## src/rtl/vga_scene_renderer.sv

```systemverilog
// VGA scene renderer: parametrised sync generation plus paddle, ball and
// brick-grid rendering. Sprite positions are captured once per frame and the
// pixel path is a fixed two-stage pipeline behind the stage-0 counters.
module vga_scene_renderer #(
    parameter int H_ACTIVE  = 640,
    parameter int H_FP      = 16,
    parameter int H_SYNC    = 96,
    parameter int H_BP      = 48,
    parameter int V_ACTIVE  = 480,
    parameter int V_FP      = 10,
    parameter int V_SYNC    = 2,
    parameter int V_BP      = 33,
    parameter int ROWS      = 2,
    parameter int COLS      = 5,
    parameter int BLK_X0    = 40,
    parameter int BLK_Y0    = 40,
    parameter int BLK_W     = 80,
    parameter int BLK_H     = 30,
    parameter int PITCH_X   = 120,
    parameter int PITCH_Y   = 50,
    parameter int BALL_SIZE = 8,
    parameter int PAD_Y     = 440,
    parameter int PAD_H     = 10,
    parameter int PAD_W     = 100,
    parameter int AW        = $clog2(ROWS * COLS)
) (
    input  logic          CLK_25MH,
    input  logic          reset_n,
    input  logic [9:0]    paddle_pos,
    input  logic [9:0]    ball_x,
    input  logic [9:0]    ball_y,
    input  logic          blk_we,
    input  logic [AW-1:0] blk_waddr,
    input  logic [1:0]    blk_wdata,
    input  logic [AW-1:0] blk_raddr,
    output logic [1:0]    blk_rdata,
    output logic          frame_start,
    output logic [9:0]    hor_count,
    output logic [9:0]    ver_count,
    output logic          hsync,
    output logic          vsync,
    output logic [5:0]    RGB
);

    localparam int          H_TOT  = H_ACTIVE + H_FP + H_SYNC + H_BP;
    localparam int          V_TOT  = V_ACTIVE + V_FP + V_SYNC + V_BP;
    localparam int          HS_BEG = H_ACTIVE + H_FP;
    localparam int          VS_BEG = V_ACTIVE + V_FP;
    localparam int unsigned NB     = ROWS * COLS;

    logic [9:0]    hcount_q, vcount_q;
    logic [9:0]    snap_pad_q, snap_bx_q, snap_by_q;
    logic [1:0]    health_q [NB];
    logic [1:0]    rdata_q;
    logic          fs;

    // Stage-0 derived values
    logic [10:0]   hx, vy;
    logic          blank_s0, pad_s0, ball_s0, hs_s0, vs_s0;
    logic          brick_s0, odd_s0;
    logic [AW-1:0] idx_s0;
    logic [COLS-1:0] col_hit;
    logic [ROWS-1:0] row_hit;

    // Stage-1 registers
    logic          blank_q, pad_q, ball_q, brick_q, odd_q, hs1_q, vs1_q;
    logic [AW-1:0] idx_q;

    // Stage-2 registers
    logic [5:0]    rgb_q, rgb_d;
    logic          hs_q, vs_q;
    logic [1:0]    hlth;

    assign fs = (hcount_q == 10'd0) && (vcount_q == 10'(V_ACTIVE));
    assign hx = {1'b0, hcount_q};
    assign vy = {1'b0, vcount_q};

    // Horizontal/vertical raster counters
    always_ff @(posedge CLK_25MH or negedge reset_n) begin
        if (!reset_n) begin
            hcount_q <= '0;
            vcount_q <= '0;
        end else if (hcount_q == 10'(H_TOT - 1)) begin
            hcount_q <= '0;
            vcount_q <= (vcount_q == 10'(V_TOT - 1)) ? '0 : vcount_q + 10'd1;
        end else begin
            hcount_q <= hcount_q + 10'd1;
        end
    end

    // Capture sprite positions once per frame at entry to vertical blank
    always_ff @(posedge CLK_25MH or negedge reset_n) begin
        if (!reset_n) begin
            snap_pad_q <= '0;
            snap_bx_q  <= '0;
            snap_by_q  <= '0;
        end else if (fs) begin
            snap_pad_q <= paddle_pos;
            snap_bx_q  <= ball_x;
            snap_by_q  <= ball_y;
        end
    end

    // Stage-0 sync and sprite hit tests, all in 11 bits so sums cannot wrap
    always_comb begin
        blank_s0 = (hcount_q >= 10'(H_ACTIVE)) || (vcount_q >= 10'(V_ACTIVE));
        hs_s0    = !((hx >= 11'(HS_BEG)) && (hx < 11'(HS_BEG + H_SYNC)));
        vs_s0    = !((vy >= 11'(VS_BEG)) && (vy < 11'(VS_BEG + V_SYNC)));
        pad_s0   = (hx >= {1'b0, snap_pad_q}) && (hx < {1'b0, snap_pad_q} + 11'(PAD_W))
                && (vy >= 11'(PAD_Y)) && (vy < 11'(PAD_Y + PAD_H));
        ball_s0  = (hx >= {1'b0, snap_bx_q}) && (hx < {1'b0, snap_bx_q} + 11'(BALL_SIZE))
                && (vy >= {1'b0, snap_by_q}) && (vy < {1'b0, snap_by_q} + 11'(BALL_SIZE));
    end

    // Brick column/row bands are fixed at elaboration, so only comparators remain
    for (genvar c = 0; c < COLS; c++) begin : g_col
        localparam int X0 = BLK_X0 + c * PITCH_X;
        assign col_hit[c] = (hx >= 11'(X0)) && (hx < 11'(X0 + BLK_W));
    end

    for (genvar r = 0; r < ROWS; r++) begin : g_row
        localparam int Y0 = BLK_Y0 + r * PITCH_Y;
        assign row_hit[r] = (vy >= 11'(Y0)) && (vy < 11'(Y0 + BLK_H));
    end

    // Encode the single brick under the beam (bricks never overlap)
    always_comb begin
        brick_s0 = 1'b0;
        idx_s0   = '0;
        odd_s0   = 1'b0;
        for (int unsigned r = 0; r < ROWS; r++) begin
            for (int unsigned c = 0; c < COLS; c++) begin
                if (row_hit[r] && col_hit[c]) begin
                    brick_s0 = 1'b1;
                    idx_s0   = AW'(r * COLS + c);
                    odd_s0   = r[0];
                end
            end
        end
    end

    // Stage 1: register hit flags, brick index/row parity and raw syncs
    always_ff @(posedge CLK_25MH or negedge reset_n) begin
        if (!reset_n) begin
            blank_q <= 1'b0;
            pad_q   <= 1'b0;
            ball_q  <= 1'b0;
            brick_q <= 1'b0;
            odd_q   <= 1'b0;
            idx_q   <= '0;
            hs1_q   <= 1'b1;
            vs1_q   <= 1'b1;
        end else begin
            blank_q <= blank_s0;
            pad_q   <= pad_s0;
            ball_q  <= ball_s0;
            brick_q <= brick_s0;
            odd_q   <= odd_s0;
            idx_q   <= idx_s0;
            hs1_q   <= hs_s0;
            vs1_q   <= vs_s0;
        end
    end

    assign hlth = health_q[idx_q];

    // Pixel colour by priority: blank, paddle, ball, live brick, background
    always_comb begin
        rgb_d = '0;
        if (blank_q) begin
            rgb_d = '0;
        end else if (pad_q) begin
            rgb_d = 6'b100001;
        end else if (ball_q) begin
            rgb_d = 6'b111100;
        end else if (brick_q && (hlth != 2'd0)) begin
            rgb_d = odd_q ? {2'b00, hlth, 2'b00} : {4'b0000, hlth};
        end
    end

    // Stage 2: register colour and syncs so they stay aligned
    always_ff @(posedge CLK_25MH or negedge reset_n) begin
        if (!reset_n) begin
            rgb_q <= '0;
            hs_q  <= 1'b1;
            vs_q  <= 1'b1;
        end else begin
            rgb_q <= rgb_d;
            hs_q  <= hs1_q;
            vs_q  <= vs1_q;
        end
    end

    // Brick health store: guarded write, registered read-before-write
    always_ff @(posedge CLK_25MH or negedge reset_n) begin
        if (!reset_n) begin
            for (int unsigned i = 0; i < NB; i++) begin
                health_q[i] <= 2'd3;
            end
            rdata_q <= '0;
        end else begin
            if (blk_we && (32'(blk_waddr) < NB)) begin
                health_q[blk_waddr] <= blk_wdata;
            end
            rdata_q <= (32'(blk_raddr) < NB) ? health_q[blk_raddr] : 2'd0;
        end
    end

    assign blk_rdata   = rdata_q;
    assign frame_start = fs;
    assign hor_count   = hcount_q;
    assign ver_count   = vcount_q;
    assign hsync       = hs_q;
    assign vsync       = vs_q;
    assign RGB         = rgb_q;

endmodule

```

## config.mk

```make
export PLATFORM = sky130hd
export DESIGN_NAME = vga_scene_renderer
export DESIGN_NICKNAME = d
export VERILOG_FILES = /design/src/rtl/vga_scene_renderer.sv
export SDC_FILE = /design/constraint.sdc
export NUM_CORES = 1
export LEC_CHECK = 0
export ABC_AREA = 1
export CAP_MARGIN = 30
export CORE_MARGIN = 8
export CORE_UTILIZATION = 60
export CTS_BUF_LIST = sky130_fd_sc_hd__clkbuf_8
export DETAILED_ROUTE_END_ITERATION = 8
export DONT_BUFFER_PORTS = 1
export HOLD_SLACK_MARGIN = 0.02
export PLACE_DENSITY = 0.83
export SYNTH_ARGS = -nofsm -noshare
export SYNTH_HDL_FRONTEND = slang
export SYNTH_SLANG_ARGS = --single-unit
```

## constraint.sdc

```tcl
create_clock -name CLK_25MH -period 1.9 [get_ports CLK_25MH]
set_input_delay 0.19 -clock CLK_25MH [delete_from_list [all_inputs] [get_ports CLK_25MH]]
set_output_delay 0.19 -clock CLK_25MH [all_outputs]
set_load 0.005 [all_outputs]
```

-- Word-level counts from Yosys, hierarchy flattened
Index checks and enable logic that the tools add are counted.
W data, S select, Z words.
- bits in latches: 0
- memory bits (writable): 0
- memories kept: 0
- input port bits: 43
- bits in registers: 91
- memory bits (read-only): 0
- $add $sub $neg: 5
- reduce and logical (&&, ||, !) cells: 34
- bitwise logic cells: 3
- shift operators: 0
- multipliers: 0
- eq/ne operators: 3
- muxes and demuxes: 41
- divide/modulo/power cells: 0
- $lt $le $gt $ge: 34
- operator list (kind ; count):
    $ge A10 B9 Y1 const B ; 5
    $lt A10 B9 Y1 const B ; 4
    $mux W4 ; 10
    $lt A10 B11 Y1 ; 3
    $ge A10 B10 Y1 ; 3
    $ge A10 B10 Y1 const B ; 3
    $lt A10 B7 Y1 const B ; 3
    $logic_and A1 B1 Y1 ; 29
    $add A10 B4 Y11 const B ; 2
    $add A10 B1 Y10 const B ; 2
    $bwmux W20 ; 1
    $eq A10 B10 Y1 const B ; 2
    $ge A10 B6 Y1 const B ; 2
    $lt A10 B10 Y1 const B ; 2
    $mux W10 ; 2
    $mux W6 ; 3
    $bmux W2 S4 ; 2
    $mux W1 ; 16
    $ge A5 B5 Y1 const B ; 3
    $not A4 Y5 ; 3
    $mux W2 ; 6
    $add A10 B7 Y11 const B ; 1
    $eq A10 B9 Y1 const B ; 1
    $ge A10 B7 Y1 const B ; 1
    other kinds (9) ; 11

-- Depth between registers and ports, before layout
Gate-level depths: netlist of run 1.
- depth after elaboration: 13
- gate-level depth with buffers: 12
- depth with buffers taken out: 12

-- Worst setup path before layout of run 1
OpenSTA, ideal clock, no wires.
- kind: register -> register
- from: register snap_pad_q[2]
- to: register pad_q
- library setup time: 0.071 ns
- cell stages (with the launch flop): 13
- period minus slack after synthesis: 1.848 ns
- path slack: 0.052 ns
- arrival: 1.776 ns
- cells stage by stage: dfrtp_1 > ha_1 > nand2_1 > nand2_1 > o21ai_0 > xor2_1 > ha_1 > a21o_1 > nand4_1 > nand2_1 > inv_1 > nand3_1 > nor2_1
- longest elaborated chain between the ends: 5
- elaborated cells on any way between the ends: 6
- classes of those cells: add/sub: 1; order compare: 2; reduce/logical: 3
- ends and longest elaborated chain (element ; RTL line ; source):
    start: declaration ; 52 ; logic [9:0] snap_pad_q, snap_bx_q, snap_by_q;
    start signal: assignment ; 98 ; snap_pad_q <= paddle_pos;
    $add A10 B7 Y11 ; 109 ; pad_s0 = (hx >= {1'b0, snap_pad_q}) && (hx < {1'b0, snap_pad_q} + 11'(PAD_W))
    $lt A10 B11 Y1 ; 109 ;
    $logic_and A1 B1 Y1 * ; 109 ;
    $logic_and A1 B1 Y1 * (2 in series) ; 110 ; && (vy >= 11'(PAD_Y)) && (vy < 11'(PAD_Y + PAD_H));
    via pad_s0 ; 59 ; logic blank_s0, pad_s0, ball_s0, hs_s0, vs_s0;
    end signal: assignment ; 155 ; pad_q <= pad_s0;
    end: declaration ; 66 ; logic blank_q, pad_q, ball_q, brick_q, odd_q, hs1_q, vs1_q;
Mark *: on every way through the listed nets, which the timed path passes. The rest lies on a longest branch.
A chain may end at the register's enable or synchronous reset.

-- Final worst setup path of run 1
- from: register snap_bx_q[4]
- to: register ball_q
- longest elaborated chain between the ends: 5
- elaborated cells on any way between the ends: 6
- classes of those cells: add/sub: 1; order compare: 2; reduce/logical: 3
- ends and longest elaborated chain (element ; RTL line ; source):
    start: declaration ; 52 ;
    start signal: assignment ; 99 ; snap_bx_q <= ball_x;
    $add A10 B4 Y11 ; 111 ; ball_s0 = (hx >= {1'b0, snap_bx_q}) && (hx < {1'b0, snap_bx_q} + 11'(BALL_SIZE))
    $lt A10 B11 Y1 ; 111 ;
    $logic_and A1 B1 Y1 * ; 111 ;
    $logic_and A1 B1 Y1 * (2 in series) ; 112 ; && (vy >= {1'b0, snap_by_q}) && (vy < {1'b0, snap_by_q} + 11'(BALL_SIZE));
    via ball_s0 ; 59 ;
    end signal: assignment ; 156 ; ball_q <= ball_s0;
    end: declaration ; 66 ;
Marked as above.

==> impl_metrics.yaml, run 1 <==
outcome:
  outcome: "finished, violations left"
  violations: "negative hold slack, negative setup slack"
worst_setup_path:
  worstSetupPathType: "register to register"
  cp-end-kind: "register"
  cp_common_cell: "nor2_2"
  path_max_fanout: 3
  crit_arrival_ns: 2.28
  cp-start-kind: "register"
  cp_slowest_cell: "dfrtp_1"
  cp_slowest_stage_delay_ns: 0.41
  crit_required_ns: 2.21
  cp_cell_sequence: "nand3_2, nor2_2, nand2_1, xor2_1, ha_1, a21o_1, nand3_1, nand2_1, nor2_2, nand3_2, nor2_2"
power:
  p_sw_mw: 0.9155
  ir_drop_mv: 0.3283
  p_int_mw: 2.913
  power.share.switching_pct: 23.91
  seq_power_share_pct: 56.5
  comb_power_share_pct: 7.3
  power.density_nw_per_um2: 531.3
  p_leak_nw: 3.617
  clkPwrFrac_pct: 36.2
routing:
  first_pass_iters: 5
  drt-initial-drc-count: 593
  drt_wl_total_mm: 16.11
  ant_nets: 0
  vias_per_cell: 5.636
  drt_drc_violations_left: 0
  detailroute.via_count: 5630
  wire_per_inst_um: 16.12
grt:
  grt_use_met1_pct: 28.82
  antenna_found_initial: 0
  grt_max_degree: 92
  grt_pass1_wl_mm: 26.21
  use_met3_pct: 4.033
  grtUsageMet2_pct: 42.91
  overflow: 0
  grt_pass1_vias: 5611
  busiest_layer: "met2"
  track_usage_pct: 24.39
sta:
  finalCritPeriodShare_pct: 103.8
  timing.hold.ws_ns: -0.4875
  clock_skew_ns: 0.008738
  max_freq_ghz: 0.5072
  finalSetupTns_ns: -0.1247
  finalHoldViolations: 91
  slew_headroom_pct: 71.21
  rsz0062_at_grt: "yes"
  worst_slew_pin_slew_ns: 0.4318
  min_period_ns: 1.972
  maxSlewViolCount: 0
  setup_ws_ns: -0.07165
  setup_viol: 2
floorplan:
  fp.dieW_um: 116.2
  initial_utilization_pct: 61.67
  core_um2: 9774
  io_pins: 74
  num_rows: 36
  die_area_um2: 13510
  dieHeight_um: 116.2
logic_synthesis:
  syn_area_um2: 6028
  synthArstFlopShare_pct: 100.0
  yosysSeqAreaShare_pct: 38.27
  yosysWarnings: 0
  syn-num-nets: 876
  syn_inst: 774
  ys.flop_type: "dfrtp_1"
  ys_types: 38
  ys_ff_latch: 91
  synth_edf_count: 0
  avgSynthCellArea_um2: 7.788
clocking:
  clk_pin_slew_ns: 0.09
  clock-sinks: 91
  cts_tree: "yes"
  clk_latency_ns: 0.37
  htree_levels: 3
  cts-hold-fix-buffers: 35
  cts_buffers: 9
  cts_root_buf: "clkbuf_8"
  clock_path_buffers: 2
cells_and_area:
  areaGrowthSynthToFinish_pct: 19.53
  fin_cells: 999
  nets: 963
  n_antenna_cell: 0
  drive_above_1_share_pct: 16.86
placement:
  dpl.hpwl_mm: 11.23
  place_inst: 930
  port_buffers: 0
  place_congestion: 0.8978
hold_path:
  min_path_type: "input port to asynchronous set/reset pin"
flow_run:
  cap_violations: 0
synth_stat cells, drive strengths merged, types with 8 or more instances:
master / instances / share of area [%]
nor2: 72 / 4.8
dfrtp: 67 / 28
nand3: 52 / 4.4
ha: 59 / 12
nand4: 17 / 1.8
a21oi: 47 / 3.9
inv: 107 / 6.7
xor2: 17 / 2.5
o21ai: 79 / 7.1
buf: 8 / 1.1
nor3: 16 / 1.6
dfstp: 24 / 10
nand2: 166 / 11
layout by cell type (no fill, tap or decap), types with 5 or more instances in the layout:
cell / count
buf_4: 50
dlygate4sd3_1: 35
o21a_1: 5
nand3_1: 46
nand2_1: 157
nor2_2: 10
ha_1: 56
dfrtp_1: 64
inv_1: 102
nor3_1: 12
nand4_1: 17
o21ai_2: 10
nand3_2: 6
nand3b_1: 6
o21ai_0: 69
clkbuf_8: 11
inv_2: 5
nand2_2: 9
nor2_1: 60
a21oi_1: 47
dfstp_2: 24
xor2_1: 17
registers in the layout, summed over array words and instances (netlist names):
signal      cells
vs1_q           1
snap_pad_q     10
ver_count      10
health_q       20
hs1_q           1
blk_rdata       2
snap_bx_q      10
ball_q          1
pad_q           1
brick_q         1
idx_q           4
hor_count      10
hsync           1
snap_by_q      10
blank_q         1
vsync           1
odd_q           1
RGB             6
stage by stage:
| step | instance area, um2 | worst slack, ns | utilization (%) | power [mW] |
|---|---|---|---|---|
| after CTS | 7092 | -0.03231 | 72.56 | 3.853 |
| after global placement | 6387 | 0.04778 | 65.35 | 2.398 |
| after global routing | 7206 | -0.1861 | 73.72 | 3.990 |
| after floorplan | 6028 | 0.05226 | - | 2.348 |
| after detailed placement | 6387 | -0.07557 | 65.35 | 2.417 |
| final | 7206 | -0.07165 | 73.72 | 3.829 |
per-layer routing:
layer | part of all wire [%] | vias to the layer above
met5 | 0 | -
met4 | 3.0 | 0
met3 | 6.2 | 36
met2 | 50 | 206
met1 | 41 | 2649
li1 | - | 2739
critical path: cells and delay by family (launching register included):
family          cells  cell delay, ns
flops               1            0.41
simple gates        8            0.87
fa+ha+maj           1            0.32
xor+xnor            1            0.15
compound gates      1            0.17
kinds of logic after synthesis:
kind of cell               share of synthesized area [%]
buffers and inverters                              8.115
AOI/OAI and AO/OA                                  13.72
xor gates and xnor gates                           2.906
and+or+nand+nor                                    24.74
adders and majority gates                          12.25
DFF                                                38.27
power groups by stage:
stage          Combinational (mW)  Sequential, mW  Clock, mW
2_1_floorplan               0.175            2.17          0
3_3_place_gp                0.207            2.19          0
3_5_place_dp                0.218            2.20          0
4_1_cts                     0.279            2.16       1.41
5_1_grt                     0.324            2.17       1.49
6_report                    0.280            2.16       1.38
cell type report:
class / instances / area, um2
flip-flops and latches: 91 / 2311
fillers: 716 / 2569
repair buffers: 88 / 785.8
multi-input cells: 563 / 3319
well taps: 133 / 166.4
clock inverters: 5 / 61.31
clock buffers: 11 / 151.4
inverters: 108 / 410.4
what timing repair did:
| item | in CTS | in global routing |
|---|---|---|
| setup buffers | 8 | 9 |
| resized for setup | 15 | 18 |
| endpoints found under the setup margin | 3 | 25 |
| endpoints found under the hold margin | 128 | 91 |
| cloned | 1 | 0 |
| pin swaps | 11 | 11 |
path summary, 6_finish.rpt:
path                       slack, ns  cells after the start                startpoint                  endpoint
setup / recovery               -0.07                     11  snap_bx_q[4]$_DFFE_PN0P_          ball_q$_DFF_PN0_
hold / removal                 -0.49                      0                   reset_n  snap_by_q[1]$_DFFE_PN0P_
setup reg to reg               -0.07                     11  snap_bx_q[4]$_DFFE_PN0P_          ball_q$_DFF_PN0_
hold reg to reg                 0.36                      0           hs1_q$_DFF_PN1_           hsync$_DFF_PN1_
max in group asynchronous       2.17                      0                   reset_n           hsync$_DFF_PN1_
min in group CLK_25MH           0.04                      2              blk_raddr[0]    blk_rdata[0]$_DFF_PN0_
No activity file was read; power rests on OpenSTA's default activity.
==> inputs of run 2 (changes only) <==
- CORE_UTILIZATION: 60 -> 65
- PLACE_DENSITY: 0.83 -> 0.85
- clock period: 1.9 -> 2.14 ns (I/O delays scaled with it)
==> impl_metrics.yaml, run 2 (synthesis results as in run 1) <==
outcome:
  outcome: "finished, violations left"
  violations: "negative hold slack"
floorplan:
  num_rows: 35
  core_um2: 9109
  dieHeight_um: 112.3
  initial_utilization_pct: 66.18
  fp.dieW_um: 112.3
  io_pins: 74
  die_area_um2: 12610
sta:
  setup_ws_ns: 0.1217
  finalHoldViolations: 91
  finalCritPeriodShare_pct: 94.31
  min_period_ns: 2.018
  maxSlewViolCount: 0
  worst_slew_pin_slew_ns: 0.4960
  max_freq_ghz: 0.4955
  setup_viol: 0
  timing.hold.ws_ns: -0.4640
  clock_skew_ns: 0.01448
  slew_headroom_pct: 66.68
  finalSetupTns_ns: 0
cells_and_area:
  drive_above_1_share_pct: 11.33
  fin_cells: 942
  nets: 927
  areaGrowthSynthToFinish_pct: 12.93
  largest_reg_flops: 20
  final_common_cell: "nand2_1"
  top_register: "health_q"
  layout_common_cells: "160 x nand2_1, 106 x inv_1, 69 x nor2_1, 69 x o21ai_0, 64 x dfrtp_1"
routing:
  first_pass_iters: 5
  ant_nets: 0
  drt_wl_total_mm: 14.90
  drt-initial-drc-count: 341
  wire_per_inst_um: 15.82
  vias_per_cell: 5.792
  drt_drc_violations_left: 0
  detailroute.via_count: 5456
placement:
  place_congestion: 0.9177
  port_buffers: 0
  dpl.hpwl_mm: 11.15
  dp_slack_ns: -0.03132
  place_inst: 890
grt:
  antenna_found_initial: 1
  overflow: 0
  grt_pass1_wl_mm: 24.45
  track_usage_pct: 23.73
  grt_pass1_vias: 5393
  grt_max_degree: 92
worst_setup_path:
  crit_arrival_ns: 1.80
  worstSetupPathType: "register to output pin"
  crit_required_ns: 1.93
  path_max_fanout: 23
  cp-start-kind: "register"
  cp-end-kind: "output pin"
power:
  ir_drop_mv: 0.3398
  p_leak_nw: 3.387
  power.density_nw_per_um2: 489.3
  power_mw: 3.331
clocking:
  clock-sinks: 91
  clk_latency_ns: 0.36
  clk_pin_slew_ns: 0.10
  cts-hold-fix-buffers: 31
  cts_tree: "yes"
  htree_levels: 3
  cts_buffers: 9
  cts_root_buf: "clkbuf_8"
  clock_path_buffers: 2
flow_run:
  cap_violations: 0
hold_path:
  min_path_type: "input port to asynchronous set/reset pin"
[run 2: cell count changes in the layout (fill, tap and decap cells not counted), moves of 3 or more]
cell,change
clkinv_4,-3
nand2_1,+3
buf_4,-31
nand2_2,-3
nor2_1,+9
nor2_2,-9
nand3_1,+4
dlygate4sd3_1,-4
inv_1,+4
nand3_2,-4
[run 2: power breakdown]
group / switching [mW] / internal [mW]
combinational: 0.130 / 0.110
clock: 0.633 / 0.541
sequential: 0.0538 / 1.86
total: 0.816 / 2.51
[run 2: critical path, cell delays in order, from the launching register on]
cell and delay (ns):
dfrtp_1 0.39, inv_1 0.09, ha_2 0.22, nand4_1 0.12, nor3_2 0.17, nand2_2 0.17
inv_8 0.10, buf_12 0.17
[run 2: final timing paths]
kind / cells after the start / startpoint / slack [ns] / to
worst max-delay path: 7 / ver_count[0]$_DFFE_PN0N_ / 0.12 / frame_start
worst min register to register: 0 / hs1_q$_DFF_PN1_ / 0.36 / hsync$_DFF_PN1_
worst max register to register: 11 / snap_by_q[3]$_DFFE_PN0P_ / 0.18 / ball_q$_DFF_PN0_
min in group CLK_25MH: 2 / blk_raddr[3] / 0.03 / blk_rdata[1]$_DFF_PN0_
max in group asynchronous: 0 / reset_n / 2.40 / health_q[5]$_DFFE_PN1P_
worst min-delay path: 0 / reset_n / -0.46 / blk_rdata[0]$_DFF_PN0_
[run 2: timing repair]
item / in CTS / in global routing
setup endpoints to repair: 2 / 3
resized for setup: 3 / 10
endpoints found under the hold margin: 125 / 91
cloned: 0 / 0
pin swaps: 0 / 2
buffers inserted: 0 / 4
[run 2: metrics by stage]
step                utilization [%]  area, um2  hold WS [ns]
floorplan                         -       6028      -0.08159
global placement              68.48       6237      -0.07890
detailed placement            68.48       6237      -0.07815
CTS                           74.11       6750       -0.4781
global route                  74.74       6808       -0.4940
finish                        74.74       6808       -0.4640
[run 2: routing by layer]
| metal | global-route usage, % | vias up | share of wire (%) |
|---|---|---|---|
| met1 | 27.66 | 2559 | 41 |
| met4 | 9.442 | 0 | 1.9 |
| met2 | 40.79 | 206 | 49 |
| met5 | 0 | - | 0 |
| li1 | - | 2660 | - |
| met3 | 6.227 | 31 | 8.2 |
[run 2: final cells by class]
cell class	count	area, um2
tap	111	138.9
timing repair buffer	52	493.0
clock buffer	9	123.9
fill	682	2301
multi-input combinational	563	3257
clock inverter	7	68.82
antenna	1	2.502
inverter	108	412.9
sequential	91	2311
==> inputs of run 3 (changes only) <==
- CORE_MARGIN: 8 -> 10
==> impl_metrics.yaml, run 3 (synthesis results as in run 1) <==
outcome:
  outcome: "finished, violations left"
  violations: "negative hold slack"
sta:
  worst_slew_pin_slew_ns: 0.4678
  max_freq_ghz: 0.4825
  finalHoldViolations: 91
  setup_ws_ns: 0.06726
  setup_viol: 0
  slew_headroom_pct: 68.81
  clock_skew_ns: 0.01355
  finalCritPeriodShare_pct: 96.86
  timing.hold.ws_ns: -0.4536
  rsz0062_at_grt: "yes"
  maxSlewViolCount: 0
  min_period_ns: 2.073
  finalSetupTns_ns: 0
cells_and_area:
  areaGrowthSynthToFinish_pct: 12.04
  fin_area_um2: 6754
  fin_cells: 936
  n_fill_cell: 655
  top_register: "health_q"
  multiInputGateArea_um2: 3239
  final_common_cell: "nand2_1"
  largest_reg_flops: 20
  regArea_um2: 2308
  nets: 922
  n_antenna_cell: 0
  layout_common_cells: "160 x nand2_1, 105 x inv_1, 69 x o21ai_0"
  final_util_pct: 73.79
  drive_above_1_share_pct: 10.55
routing:
  drt-initial-drc-count: 456
  wire_per_inst_um: 16.05
  drt_wl_total_mm: 15.02
  drt_drc_violations_left: 0
  detailroute.via_count: 5500
  first_pass_iters: 7
  ant_nets: 0
  vias_per_cell: 5.876
placement:
  dp_slack_ns: 0.1579
  place_inst: 890
  dpl.hpwl_mm: 11.08
  port_buffers: 0
  place_congestion: 0.9550
  placed_area_um2: 6225
clocking:
  cts-hold-fix-buffers: 29
  cts_buffers: 9
  cts_root_buf: "clkbuf_8"
  clk_latency_ns: 0.36
  clk_pin_slew_ns: 0.10
  htree_levels: 3
  clock-sinks: 91
  cts_tree: "yes"
  clock_path_buffers: 2
worst_setup_path:
  path_max_fanout: 15
  crit_arrival_ns: 1.86
  cp-start-kind: "register"
  cp-end-kind: "output pin"
  worstSetupPathType: "register to output pin"
  crit_required_ns: 1.93
floorplan:
  initial_utilization_pct: 65.86
  fp.dieW_um: 116.3
  die_area_um2: 13530
  num_rows: 35
  dieHeight_um: 116.3
  io_pins: 74
  core_um2: 9153
grt:
  track_usage_pct: 22.46
  antenna_found_initial: 0
  grt_max_degree: 92
  grt_pass1_wl_mm: 24.78
  grt_pass1_vias: 5346
  overflow: 0
power:
  power_mw: 3.330
  ir_drop_mv: 0.2979
  p_leak_nw: 3.359
  power.density_nw_per_um2: 493.1
hold_path:
  min_path_type: "input port to asynchronous set/reset pin"
flow_run:
  cap_violations: 0
run 3: cell types whose count changed in the layout (fill, tap and decap cells not counted), sizes merged:
cell / delta
buf: -4
clkbuf: +1
clkinv: +3
clkinvlp: +1
diode: -1
dlygate4sd3: -2
inv: -4
run 3: path summary, 6_finish.rpt:
check	from	to	slack, ns	cells past startpoint
worst max-delay path	hor_count[0]$_DFF_PN0_	frame_start	0.07	7
worst min-delay path	reset_n	ver_count[7]$_DFFE_PN0N_	-0.45	0
worst max register to register	hor_count[7]$_DFF_PN0_	brick_q$_DFF_PN0_	0.17	9
worst min register to register	vs1_q$_DFF_PN1_	vsync$_DFF_PN1_	0.36	0
max in group asynchronous	reset_n	health_q[12]$_DFFE_PN1P_	2.39	0
min in group CLK_25MH	ball_x[9]	snap_bx_q[9]$_DFFE_PN0P_	0.03	2
run 3: per-layer routing:
metal  global-route usage, %  vias up  wire length (um)
met5                       0        -                 0
met4                   10.76        0               500
met3                   4.982       47              1140
met2                   38.12      224              7302
met1                   26.37     2566              6075
li1                        -     2663                 -
run 3: worst max-delay path, stage by stage, from the launching register on:
cell and delay (ns):
dfrtp_1 0.46, inv_1 0.17, ha_1 0.18, nand4_1 0.08, nor2_1 0.15, nand2_2 0.14, clkinv_4 0.16, buf_12 0.15
run 3: report_power, final:
group          total (mW)  internal, mW  switching (mW)
registers            1.92          1.86          0.0536
clock network        1.17         0.548           0.626
logic               0.240         0.108           0.132
run 3: what timing repair did:
item                                    CTS  global route
endpoints found under the hold margin   123            91
setup buffers                             0             0
endpoints found under the setup margin    1             3
gates resized for setup                   1             4
gates cloned                              0             1
pin swaps                                 0             1
run 3: layout make-up:
cell class | instances | share of cell area (%)
clock inverters | 7 | 1.149
multi-input cells | 563 | 47.96
repair buffers | 47 | 6.743
well taps | 111 | 2.056
flip-flops and latches | 91 | 34.18
clock buffers | 9 | 1.834
inverters | 108 | 6.076
